`src/rtl/dxy_pkg.sv`:
```
// Shared types and constants for the SPU displacement-term sequencer.
// Holds the FSM state encoding and the constant used by both multiplier and adder.
package dxy_pkg;

   typedef enum logic [2:0] {
      IDLE    = 3'd0,
      MUL_AA  = 3'd1,
      MUL_B2  = 3'd2,
      MUL_RES = 3'd3,
      DONE    = 3'd4
   } dxy_state_t;

   localparam int unsigned TWO = 2;

endpackage

```
`src/rtl/mul.sv`:
```
// Unsigned N-bit multiplier, product truncated to the low N bits.
// Latency: combinational; backpressure: none.
module mul #(
   parameter int N = 8
) (
   input  logic [N-1:0] a,
   input  logic [N-1:0] b,
   output logic [N-1:0] p
);

   assign p = a * b;

endmodule

```
`src/rtl/sumador.sv`:
```
// Unsigned N-bit adder with carry in and carry out.
// Latency: combinational; backpressure: none.
module sumador #(
   parameter int N = 8
) (
   input  logic [N-1:0] a,
   input  logic [N-1:0] b,
   input  logic         cin,
   output logic [N-1:0] s,
   output logic         cout
);

   assign {cout, s} = {1'b0, a} + {1'b0, b} + {{N{1'b0}}, cin};

endmodule

```
`src/rtl/dxy_seq.sv`:
```
// Sequencer for res = a*a*(1 - 2*bx) mod 2^N using one shared multiplier over three cycles.
// Latency: out_valid rises 3 edges after accept; backpressure: result held in DONE until out_ready.
module dxy_seq
   import dxy_pkg::*;
#(
   parameter int N = 8
) (
   input  logic         clk,
   input  logic         rst_n,
   input  logic         in_valid,
   output logic         in_ready,
   input  logic [N-1:0] a,
   input  logic [N-1:0] bx,
   output logic         out_valid,
   input  logic         out_ready,
   output logic [N-1:0] res,
   output logic         busy
);

   dxy_state_t   state;
   logic [N-1:0] a_q;
   logic [N-1:0] bx_q;
   logic [N-1:0] aa_q;
   logic [N-1:0] term_q;
   logic [N-1:0] mul_x;
   logic [N-1:0] mul_y;
   logic [N-1:0] prod;
   logic [N-1:0] term_d;
   logic         add_cout_unused;

   // Operand steering follows the state; idle states feed zeros so the multiplier stays quiet.
   always_comb begin
      mul_x = '0;
      mul_y = '0;
      case (state)
         MUL_AA: begin
            mul_x = a_q;
            mul_y = a_q;
         end
         MUL_B2: begin
            mul_x = bx_q;
            mul_y = N'(TWO);
         end
         MUL_RES: begin
            mul_x = aa_q;
            mul_y = term_q;
         end
         default: ;
      endcase
   end

   mul #(.N(N)) u_mul (
      .a (mul_x),
      .b (mul_y),
      .p (prod)
   );

   // 2 + ~(2*bx) is the two's-complement form of 1 - 2*bx.
   sumador #(.N(N)) u_add (
      .a    (N'(TWO)),
      .b    (~prod),
      .cin  (1'b0),
      .s    (term_d),
      .cout (add_cout_unused)
   );

   always_ff @(posedge clk) begin
      if (!rst_n) begin
         state     <= IDLE;
         in_ready  <= 1'b1;
         out_valid <= 1'b0;
         busy      <= 1'b0;
         res       <= '0;
         a_q       <= '0;
         bx_q      <= '0;
         aa_q      <= '0;
         term_q    <= '0;
      end else begin
         case (state)
            IDLE: begin
               if (in_valid) begin
                  a_q      <= a;
                  bx_q     <= bx;
                  state    <= MUL_AA;
                  in_ready <= 1'b0;
                  busy     <= 1'b1;
               end
            end
            MUL_AA: begin
               aa_q  <= prod;
               state <= MUL_B2;
            end
            MUL_B2: begin
               term_q <= term_d;
               state  <= MUL_RES;
            end
            MUL_RES: begin
               res       <= prod;
               state     <= DONE;
               out_valid <= 1'b1;
            end
            DONE: begin
               if (out_ready) begin
                  state     <= IDLE;
                  out_valid <= 1'b0;
                  in_ready  <= 1'b1;
                  busy      <= 1'b0;
               end
            end
            default: begin
               state     <= IDLE;
               in_ready  <= 1'b1;
               out_valid <= 1'b0;
               busy      <= 1'b0;
            end
         endcase
      end
   end

endmodule

```
`config.mk`:
```
export PLATFORM = sky130hd
export DESIGN_NAME = dxy_seq
export DESIGN_NICKNAME = d
export VERILOG_FILES = /design/src/rtl/dxy_pkg.sv /design/src/rtl/mul.sv /design/src/rtl/sumador.sv /design/src/rtl/dxy_seq.sv
export SDC_FILE = /design/constraint.sdc
export NUM_CORES = 1
export LEC_CHECK = 0
export BUFFER_PORTS_ARGS = -buffer_cell sky130_fd_sc_hd__buf_2
export CAP_MARGIN = 40
export CORE_MARGIN = 4
export CORE_UTILIZATION = 40
export DETAILED_ROUTE_END_ITERATION = 10
export SYNTH_ARGS = -nofsm -noshare
export SYNTH_HDL_FRONTEND = slang
export SYNTH_SLANG_ARGS = --single-unit
```
`constraint.sdc`:
```
create_clock -name clk -period 5.45 [get_ports clk]
set_input_delay 0.545 -clock clk [delete_from_list [all_inputs] [get_ports clk]]
set_output_delay 0.545 -clock clk [all_outputs]
set_load 0.05 [all_outputs]
```
==> impl_metrics.py <==
metrics = {
    "routing": {
        "firstDrtPassIters": 4,
        "routed_via_density": 4.96,
        "ant_nets": 0,
        "drt-initial-drc-count": 133,
        "drc": 0,
        "routedWlPerCell_um": 13.9,
        "routed-via-count": 2491,
        "wirelength_um": 6980,
    },
    "sta": {
        "slew_headroom_pct": 53.6,
        "timing.final.ws_setup_ns": 0.373,
        "max_freq_ghz": 0.197,
        "finalSetupTns_ns": 0,
        "hold_viol_final": 0,
        "rsz0062_at_grt": "false",
        "skew_ns": 0.00743,
        "fin_crit_ns": 5.08,
        "drv_slew": 0,
        "worst_pin_slew_ns": 0.696,
        "finalSetupViolations": 0,
        "min_period_over_period_pct": 93.2,
    },
    "grt": {
        "antenna_found_initial": 0,
        "grt_max_degree": 50,
        "grt_overflow": 0,
        "first_global_vias": 2459,
        "grt_pass1_wl_um": 11700,
        "track_usage_pct": 16.6,
    },
    "power_and_ir_drop": {
        "peakVddDrop_mv": 0.153,
        "pwr-share-seq_pct": 48.7,
        "p_leak_nw": 1.45,
        "p_sw_share_pct": 26.9,
        "p_per_area_mw_per_mm2": 214,
        "clkPwrFrac_pct": 36.3,
        "power_w": 0.000731,
        "netSwitchingPower_w": 0.000197,
        "power.internal_w": 0.000534,
        "power_frac_comb_pct": 15.0,
    },
    "synthesis": {
        "synth.area.top_cells": "dfxtp_1, nand2_1, fa_1",
        "yosysTopAreaCell": "dfxtp_1",
        "synth_flop_cell": "dfxtp_1",
        "synthesis.nets": 424,
        "syn_inst": 375,
        "synth_top_area_share_pct": 29.5,
        "synth.distinct_cells": 45,
        "synth_edf_count": 0,
        "postSynth.asyncResetShare_pct": 0,
        "synth-seq-cells": 45,
        "ys.warnings.count": 0,
        "netlist_area_mm2": 0.00305,
        "synth_seq_area_share_pct": 29.5,
        "avgSynthCellArea_um2": 8.13,
    },
    "hold_path": {
        "hold_start": "res[3]",
        "hp-class": "reg2reg",
    },
    "final_layout": {
        "num-nets-final": 451,
        "utilization_pct": 46.6,
        "stdcell_count": 502,
        "fillers": 735,
        "area_growth_pct": 12.1,
        "num_antenna_cells": 0,
        "drive_gt1_share_pct": 14.6,
    },
    "clock_network": {
        "clkLatencyLatePin_ns": 0.30,
        "clockBufferDepth": 2,
        "cts-root-buf": "clkbuf_8",
        "clk_pin_slew_ns": 0.09,
        "cts_buffers": 5,
        "cts_resized": 0,
        "post_cts_buffers": 0,
        "cts_tree": "done",
        "cts_htree_levels": 2,
        "ctsHoldBuffers": 0,
        "cts_sinks": 45,
    },
    "setup_path": {
        "startpoint": "state[1]",
        "cp_max_fo": 10,
        "path_class": "reg2reg",
        "cp.required_ns": 5.64,
        "cp-end-kind": "register",
        "critPathLaunchType": "register",
        "rr_startpoint": "state[1]",
        "arrival_ns": 5.27,
    },
    "floorplan": {
        "die_width_um": 95.3,
        "io_pins": 31,
        "die_area_mm2": 0.00908,
        "core_mm2": 0.00733,
        "die_h_um": 95.3,
        "start_util_pct": 41.6,
        "core.rowCount": 31,
    },
    "place": {
        "dpl.cell_count": 494,
        "gp_congestion": 0.880,
        "io_buffers": 29,
        "dp_slack_ns": 0.375,
        "dp_hpwl_um": 5590,
    },
    "status": {
        "status": "complete, no violations",
    },
    "job": {
        "maxCapViolations": 0,
    },
}
[cells by family (layout without fill, tap and decap cells)]
kind of cell | after synthesis | count (layout) | share of synthesized area, %
muxes | 7 | 7 | 2.42
adders and majority gates | 29 | 29 | 14.9
AOI/OAI and AO/OA | 76 | 76 | 17.9
DFF | 45 | 45 | 29.5
and+or+nand+nor | 163 | 163 | 24.0
xor gates and xnor gates | 17 | 17 | 5.87
buffers and inverters | 38 | 66 | 5.46
[per-layer routing]
metal | vias up | GRT usage, % | wire length, um
met3 | 9 | 2.45 | 196
met1 | 1169 | 22.9 | 3410
li1 | 1280 | - | -
met4 | 0 | 4.81 | 100
met2 | 33 | 26.8 | 3270
met5 | - | 0 | 0
[sequential cells by signal, indices dropped and copies added (netlist names)]
register	cells
bx_q	7
state	3
busy	1
aa_q	8
term_q	8
out_valid	1
res	8
in_ready	1
a_q	8
[worst paths after layout]
path | endpoint | slack (ns) | cells past startpoint
worst max-delay path | term_q[7] | 0.37 | 18
worst min-delay path | res[3] | 0.46 | 2
worst max register to register | term_q[7] | 0.37 | 18
worst min register to register | res[3] | 0.46 | 2
[power groups by stage]
| stage | Clock [W] | Sequential [W] | Combinational (W) |
|---|---|---|---|
| floorplan | 0 | 0.000366 | 0.0000757 |
| global placement | 0 | 0.000364 | 0.000107 |
| detailed placement | 0 | 0.000364 | 0.000110 |
| CTS | 0.000270 | 0.000357 | 0.000110 |
| global route | 0.000284 | 0.000359 | 0.000122 |
| finish | 0.000265 | 0.000356 | 0.000109 |
[placed cells by master, fill, tap and decap left out, types with 4 or more instances in the layout]
| cell type | count |
|---|---|
| nand2_1 | 96 |
| dfxtp_1 | 45 |
| a21boi_0 | 31 |
| buf_2 | 29 |
| nor2_1 | 23 |
| inv_1 | 19 |
| ha_1 | 17 |
| xnor2_1 | 12 |
| fa_1 | 12 |
| a21oi_1 | 11 |
| buf_4 | 10 |
| o21ai_0 | 9 |
| nand2b_1 | 8 |
| and2_1 | 8 |
| a21o_1 | 8 |
| clkbuf_8 | 6 |
| nor3_1 | 5 |
| mux2i_1 | 4 |
| nor2b_1 | 4 |
| o211a_1 | 4 |
| nand3_1 | 4 |
[stage by stage]
step	hold slack (ns)	instance area, um^2
after detailed placement	0.456	3300
after floorplan	0.433	3050
final	0.464	3420
after global routing	0.490	3420
after global placement	0.449	3290
after CTS	0.469	3420
[final cells by class]
| type | count | area [um^2] | share of cell area, % |
|---|---|---|---|
| multi-input combinational | 292 | 1980 | 58.0 |
| tap | 99 | 124 | 3.62 |
| inverter | 19 | 71.3 | 2.09 |
| clock inverter | 2 | 37.5 | 1.10 |
| sequential | 45 | 901 | 26.4 |
| timing repair buffer | 39 | 220 | 6.44 |
| clock buffer | 6 | 82.6 | 2.42 |
[synthesized netlist by cell type (2+ instances only)]
library cell	count
a21boi_0	31
a21o_1	8
a21oi_1	11
a22oi_1	3
and2_1	8
and2b_2	2
and2b_4	2
buf_6	3
clkbuf_1	15
dfxtp_1	45
fa_1	12
ha_1	17
inv_1	19
mux2_2	2
mux2i_1	4
nand2_1	96
nand2b_1	8
nand3_1	4
nand3b_1	2
nor2_1	23
nor2b_1	4
nor3_1	5
nor3b_1	3
o211a_1	4
o21a_1	3
o21ai_0	9
xnor2_1	12
xor2_1	3
[worst max-delay path, stage by stage, from the launching register on]
cell     delay (ns)
dfxtp_1        0.47
buf_4          0.23
and2_1         0.13
o21ai_0        0.08
a21o_1         0.26
or2b_1         0.26
fa_1           0.44
fa_1           0.56
inv_1          0.04
ha_1           0.29
fa_1           0.49
ha_1           0.35
a21o_1         0.19
a21oi_1        0.24
xnor2_1        0.16
xor3_1         0.33
nor3b_1        0.18
mux2i_1        0.16
nand4_1        0.10
No activity file was read; power rests on OpenSTA's default activity.
